===== src/rtl/id_skid_chain.sv =====
// Elastic pass-through: STAGES cascaded 2-entry skid stages carrying samples unchanged under valid/ready.
// Optional ID_SKID_CHAIN_STATS_EN adds occupancy and y transfer count outputs.
module id_skid_chain #(
  parameter int WIDTH  = 16,
  parameter int STAGES = 2
) (
  input  logic                    clk,
  input  logic                    rst,
  input  logic signed [WIDTH-1:0] x,
  input  logic                    x_valid,
  output logic                    x_ready,
  output logic signed [WIDTH-1:0] y,
  output logic                    y_valid,
  input  logic                    y_ready
`ifdef ID_SKID_CHAIN_STATS_EN
  ,
  output logic [$clog2(2*STAGES+1)-1:0] occupancy,
  output logic [31:0]                   xfer_count
`endif
);

  typedef enum logic [1:0] {EMPTY, BUSY, FULL} state_t;

  // Index k is the input side of stage k; index k+1 is its output side.
  logic [STAGES:0]  c_valid;
  logic [STAGES:0]  c_ready;
  logic [WIDTH-1:0] c_data [STAGES+1];

  assign c_valid[0]      = x_valid;
  assign c_data[0]       = x;
  assign x_ready         = c_ready[0];
  assign y_valid         = c_valid[STAGES];
  assign y               = c_data[STAGES];
  assign c_ready[STAGES] = y_ready;

`ifdef ID_SKID_CHAIN_STATS_EN
  logic [1:0] fill [STAGES];
`endif

  for (genvar k = 0; k < STAGES; k++) begin : g_stage
    state_t           state_q, state_d;
    logic [WIDTH-1:0] m_q, s_q;
    logic             rdy_q;
    logic             acc, take;

    assign acc  = c_valid[k] & rdy_q;
    assign take = c_valid[k+1] & c_ready[k+1];

    always_comb begin
      state_d = state_q;
      unique case (state_q)
        EMPTY: if (acc) state_d = BUSY;
        BUSY: begin
          if (acc && !take)      state_d = FULL;
          else if (!acc && take) state_d = EMPTY;
        end
        FULL:    if (take) state_d = BUSY;
        default: state_d = EMPTY;
      endcase
    end

    // rdy_q is 0 in reset and comes up on the first edge after release.
    always_ff @(posedge clk or posedge rst) begin
      if (rst) begin
        state_q <= EMPTY;
        rdy_q   <= 1'b0;
        m_q     <= '0;
        s_q     <= '0;
      end else begin
        state_q <= state_d;
        rdy_q   <= (state_d != FULL);
        unique case (state_q)
          EMPTY: if (acc) m_q <= c_data[k];
          BUSY: begin
            if (acc && take) m_q <= c_data[k];
            else if (acc)    s_q <= c_data[k];
          end
          FULL:    if (take) m_q <= s_q;
          default: ;
        endcase
      end
    end

    assign c_valid[k+1] = (state_q != EMPTY);
    assign c_data[k+1]  = m_q;
    assign c_ready[k]   = rdy_q;

`ifdef ID_SKID_CHAIN_STATS_EN
    assign fill[k] = (state_q == FULL) ? 2'd2 : (state_q == BUSY) ? 2'd1 : 2'd0;
`endif
  end

`ifdef ID_SKID_CHAIN_STATS_EN
  localparam int OCC_W = $clog2(2*STAGES+1);
  logic [OCC_W-1:0] occ_sum;
  logic [31:0]      xfer_cnt_q;

  always_comb begin
    occ_sum = '0;
    for (int k = 0; k < STAGES; k++) occ_sum = occ_sum + OCC_W'(fill[k]);
  end

  always_ff @(posedge clk or posedge rst) begin
    if (rst)                     xfer_cnt_q <= '0;
    else if (y_valid && y_ready) xfer_cnt_q <= xfer_cnt_q + 32'd1;
  end

  assign occupancy  = occ_sum;
  assign xfer_count = xfer_cnt_q;
`endif

endmodule


===== config.mk =====
export PLATFORM = sky130hd
export DESIGN_NAME = id_skid_chain
export DESIGN_NICKNAME = d
export VERILOG_FILES = /design/src/rtl/id_skid_chain.sv
export SDC_FILE = /design/constraint.sdc
export NUM_CORES = 1
export LEC_CHECK = 0
export BUFFER_PORTS_ARGS = -buffer_cell sky130_fd_sc_hd__buf_2
export CORE_MARGIN = 2
export CORE_UTILIZATION = 52
export DETAILED_ROUTE_END_ITERATION = 8
export PLACE_DENSITY_LB_ADDON = 0.15
export SLEW_MARGIN = 25
export SYNTH_ARGS = -nofsm -noshare
export SYNTH_HDL_FRONTEND = slang
export SYNTH_SLANG_ARGS = --single-unit

===== constraint.sdc =====
create_clock -name clk -period 1.9 [get_ports clk]
set_input_delay 0.095 -clock clk [delete_from_list [all_inputs] [get_ports clk]]
set_output_delay 0.095 -clock clk [all_outputs]
set_load 0.02 [all_outputs]

## After elaboration in Yosys (flattened, before gate mapping)

Cells that the tools add are included.

| word-level totals | value |
|---|---|
| bits in registers | 70 |
| word-level logic and storage cells | 62 |
| bits of input ports | 20 |
| output and inout bits | 18 |

| operators by class | value |
|---|---|
| equality and inequality tests | 12 |
| bitwise gates (word level) | 5 |
| muxes and demuxes | 18 |
| reduce and logical (&&, ||, !) cells | 19 |

Operators by type and width:

| operator | count |
|---|---|
| 16-bit two-way mux | 6 |
| 16-bit one-hot mux with 3 select lines | 2 |
| 2-bit two-way mux | 8 |
| 2-bit != test, second input constant | 8 |
| 2-bit one-hot mux with 3 select lines | 2 |
| 4-bit AND reduction | 2 |
| 1-bit logical AND | 6 |
| 3-bit AND reduction | 2 |
| 3-bit nonzero test | 2 |
| 2-bit by 1-bit == test with 1-bit output, second input constant | 2 |
| 2-bit == test, second input constant | 2 |
| 2-bit zero test | 2 |
| 2-bit nonzero test | 2 |
| 1-bit AND | 3 |
| 1-bit zero test | 3 |
| 1-bit NOT | 2 |

## Logic depth before layout (Yosys ltp)

| depth | value |
|---|---|
| word-level depth | 8 |
| gate-level depth with buffers | 5 |
| mapped depth without buffers | 3 |

## Least setup slack after synthesis

No wires, ideal clock.

| timing path | value |
|---|---|
| path kind | reg-to-reg |
| from | register g_stage[0].rdy_q (netlist: x_ready) |
| to | register g_stage[0].s_q[10] |
| buffers on the path | 1 |
| data arrival time | 1.563 ns |
| setup time | 0.125 ns |
| stages on the path, launching flop included | 5 |
| required time | 1.775 ns |
| slack | 0.212 ns |
| period minus slack after synthesis | 1.688 ns |
| cells stage by stage | dfrtp_1 nand2_1 nor3_2 buf_2 mux2_2 |

| on the way | value |
|---|---|
| word-level cells in the longest chain between the ends | 4 |

RTL lines:

| what | line | text |
|---|---|---|
| from (decl) | 43 | `logic rdy_q;` |
| from (signal assigned) | 71 | `rdy_q <= (state_d != FULL);` |
| 1-bit AND * | 46 | `assign acc = c_valid[k] & rdy_q;` |
| 1-bit logical AND | 75 | `if (acc && take) m_q <= c_data[k];` |
| 1-bit NOT (no source line) | n/a |  |
| 3-bit AND reduction (no source line) * | n/a |  |
| to (signal assigned) | 76 | `else if (acc) s_q <= c_data[k];` |
| to (decl) | 42 | `logic [WIDTH-1:0] m_q, s_q;` |

Mark *: on every way between the ends. The rest lies on a longest branch, timed or not.
A chain may end at the register's enable or synchronous reset.

## Final worst setup path

| timing path | value |
|---|---|
| from | input y_ready |
| to | register g_stage[1].s_q[1] |

| on the way | value |
|---|---|
| word-level cells in the longest chain between the ends | 4 |

RTL lines:

| what | line | text |
|---|---|---|
| from (decl) | 14 | `input logic y_ready` |
| 1-bit AND | 47 | `assign take = c_valid[k+1] & c_ready[k+1];` |
| 1-bit logical AND | 75 |  |
| 1-bit NOT (no source line) | n/a |  |
| 3-bit AND reduction (no source line) | n/a |  |
| to (signal assigned) | 76 |  |
| to (decl) | 42 |  |

No other way between the ends.

==> summary.txt <==
Power and ir drop
  • Leakage: around 0.0017 µW
  • Power per cell area: around 1700 mW/mm²
  • Max VDD drop: 0.829 mV

Synth
  • Synth Register Bits: 70
  • Synth area leaders: dfrtp_1, mux2_2, mux2_4
  • Main flop type after synthesis: dfrtp_1
  • Post-Synthesis Cells: between 200 and 250
  • Most instantiated cells after synthesis: mux2_2, dfrtp_1, mux2_4
  • Syn Nets: 223
  • Number of distinct library cells after synthesis: 25
  • Post-synth ARST share: 100%
  • Syn Area/Cell: 15.5 µm²
  • Synth top area share: between 50% and 60%
  • Post-synthesis sequential area ratio: 55.6%
  • Synth warnings: 0
  • Netlist Area Pre-Place: 0.00315 mm²
  • Most common cell in the netlist: mux2_2
  • Area leader, netlist: dfrtp_1
  • Number of synthesized flops with an enable pin: 0

STA
  • WHS: 0.0169 ns
  • Setup TNS: 0 ns
  • Clk_skew: 0.00604 ns
  • Pins Over Slew Limit: 0
  • Fin. Hold Viols: 0
  • Final worst slack: 0.196 ns
  • Final min period: about 1.7 ns
  • Pin slew with the least headroom to its limit: 0.441 ns
  • Fmax: just under 600 MHz
  • Slew margin rel.: 70.6%
  • Final period util: 89.7%
  • Final setup violation count: 0
  • RSZ-0062 raised after global routing: false

Worst setup path
  • Worst reg2reg path depth: 4
  • Critical path origin: y_ready
  • Cell Chain, Critical Path: dlygate4sd3_1, buf_2, or2b_1, or3_1, buf_12, mux2_4
  • Critical path class: input pin to register
  • Critical Path RT: 2.11 ns
  • Max incr delay on CP: 0.53 ns
  • WP data arrival: 1.92 ns
  • Crit start category: input pin
  • CP Capture Type: register
  • CP max FO: 14
  • R2r startpoint: g_stage[1].state_q[0]
  • Critical path's slowest cell: dlygate4sd3_1

Floorplanning
  • Row cnt: 28
  • I/O pin count: 38
  • Die H: 81.9 µm
  • Initial core utilization: 53.6%
  • DIE AREA: 0.00670 mm²
  • Die Width: 81.9 µm
  • Core Area: 0.00589 mm²

Clocking
  • Clock Tree Buf Depth: 2
  • CTS tree: built
  • CTS H-tree depth: 3
  • Post-CTS Setup Bufs: 0
  • Clock latency on the worst-skew pair: 0.33 ns
  • CTS Sinks: 70
  • CTS clk-pin slew, worst paths: ~0.070 ns
  • Clock root cell: clkbuf_8
  • CTS Buf Count: 9

Global route
  • Gr ovfl total: 0
  • Antenna violations before repair: 0
  • First-pass GRT wire length: 8880 µm
  • Largest net degree at the start of global routing: 37
  • Number of global-route vias before repair: 1,831
  • Tot GR Track Use: 18.2%

Layout
  • Final-layout fill cell count: roughly 470
  • Share of cells above drive strength 1: around three fifths
  • Non-Filler Instances: about 340
  • Fin util: about 64%
  • Area Growth Syn to Fin: 18.7%
  • Ant diodes: 0
  • Nets@finish: 285

Placed design
  • DP HPWL: ~3500 µm
  • IO buf count: 37
  • Place WS: 0.221 ns
  • Cell total after placement: 317
  • GP Congestion: approximately 0.76

Drt
  • Final wirelength: around 5300 µm
  • Post-route DRC: 0
  • Detailed Routing Iterations Pass 1: 4
  • DR WL/cell: 15.4 µm
  • Routed Antenna Nets: 0
  • Vias per cell: 5.13
  • DR vias: 1,763
  • DR iter-0 viols: 53

Run status
  • Status: completed

Min path
  • Worst min-delay path startpoint: x[10]
  • Hold depth: 2
  • Class of the worst hold path: input pin to register

Job
  • Maxcap violations: 0
-- critical path: cells and delay by family --
kind | cells | cell delay, ns
buffers and inverters | 3 | 0.86
multiplexers | 1 | 0.30
AND/OR/NAND/NOR | 2 | 0.65
-- registers in the layout (all words and copies together), names as in the netlist --
register,flops
g_stage.s_q,32
g_stage.m_q,16
y,16
g_stage.state_q,4
g_stage.rdy_q,1
x_ready,1
-- layer usage --
metal	GRT usage, %	up-vias	part of all wire [%]
met3	4.62	6	2.9
met1	24.3	870	49
li1	-	860	-
met4	7.83	0	1.0
met2	28.1	27	47
met5	0	-	0
-- final timing paths --
kind | slack (ns) | end
min in group asynchronous | 0.41 | g_stage[0].s_q[1]
min reg2reg | 0.50 | g_stage[0].s_q[10]
max reg2reg | 0.22 | g_stage[1].s_q[1]
max in group asynchronous | 1.16 | g_stage[0].m_q[8]
min | 0.02 | g_stage[0].s_q[10]
max | 0.20 | g_stage[1].s_q[1]
-- through the flow --
stage,power [µW],cell area [µm²]
after floorplan,4700,3150
after global routing,6800,3740
after CTS,6440,3720
after global placement,5270,3460
final,6360,3740
after detailed placement,5360,3460
-- placed cells by master, fill, tap and decap left out, types with 2 or more instances in the layout --
master	instances
mux2_2	86
dfrtp_1	70
buf_2	37
dlygate4sd3_1	12
clkbuf_8	11
mux2_4	10
buf_4	10
nand2b_1	5
clkbuf_1	3
nor2b_1	2
nand3b_1	2
or2_2	2
nand4b_1	2
o21ai_0	2
-- report_power, final --
group	switching (µW)	internal [µW]
combinational	1080	1550
clock	506	539
sequential	432	2250
-- kinds of logic after synthesis --
group / after synthesis / share of synthesized area [%]
mux: 97 / 35.8
flops: 70 / 55.6
simple gates: 17 / 3.69
buf+inv: 11 / 2.50
compound gates: 7 / 2.14
xor+xnor: 1 / 0.278
-- timing repair --
action / CTS / global route
endpoints found under the setup margin: 0 / 0
endpoints found under the hold margin: 79 / 2
resized for setup: 0 / 0
hold buffers: 10 / 2
-- area by class of cell --
class,instances,area [µm²],area share (%)
Tap cell,75,93.8,2.51
Clock buffer,14,163,4.34
Multi-Input combinational cell,122,1320,35.3
Timing Repair Buffer,60,400,10.7
Inverter,2,7.51,0.201
Sequential cell,70,1750,46.8
Clock inverter,1,5.00,0.134
No activity file was read; power rests on OpenSTA's default activity.
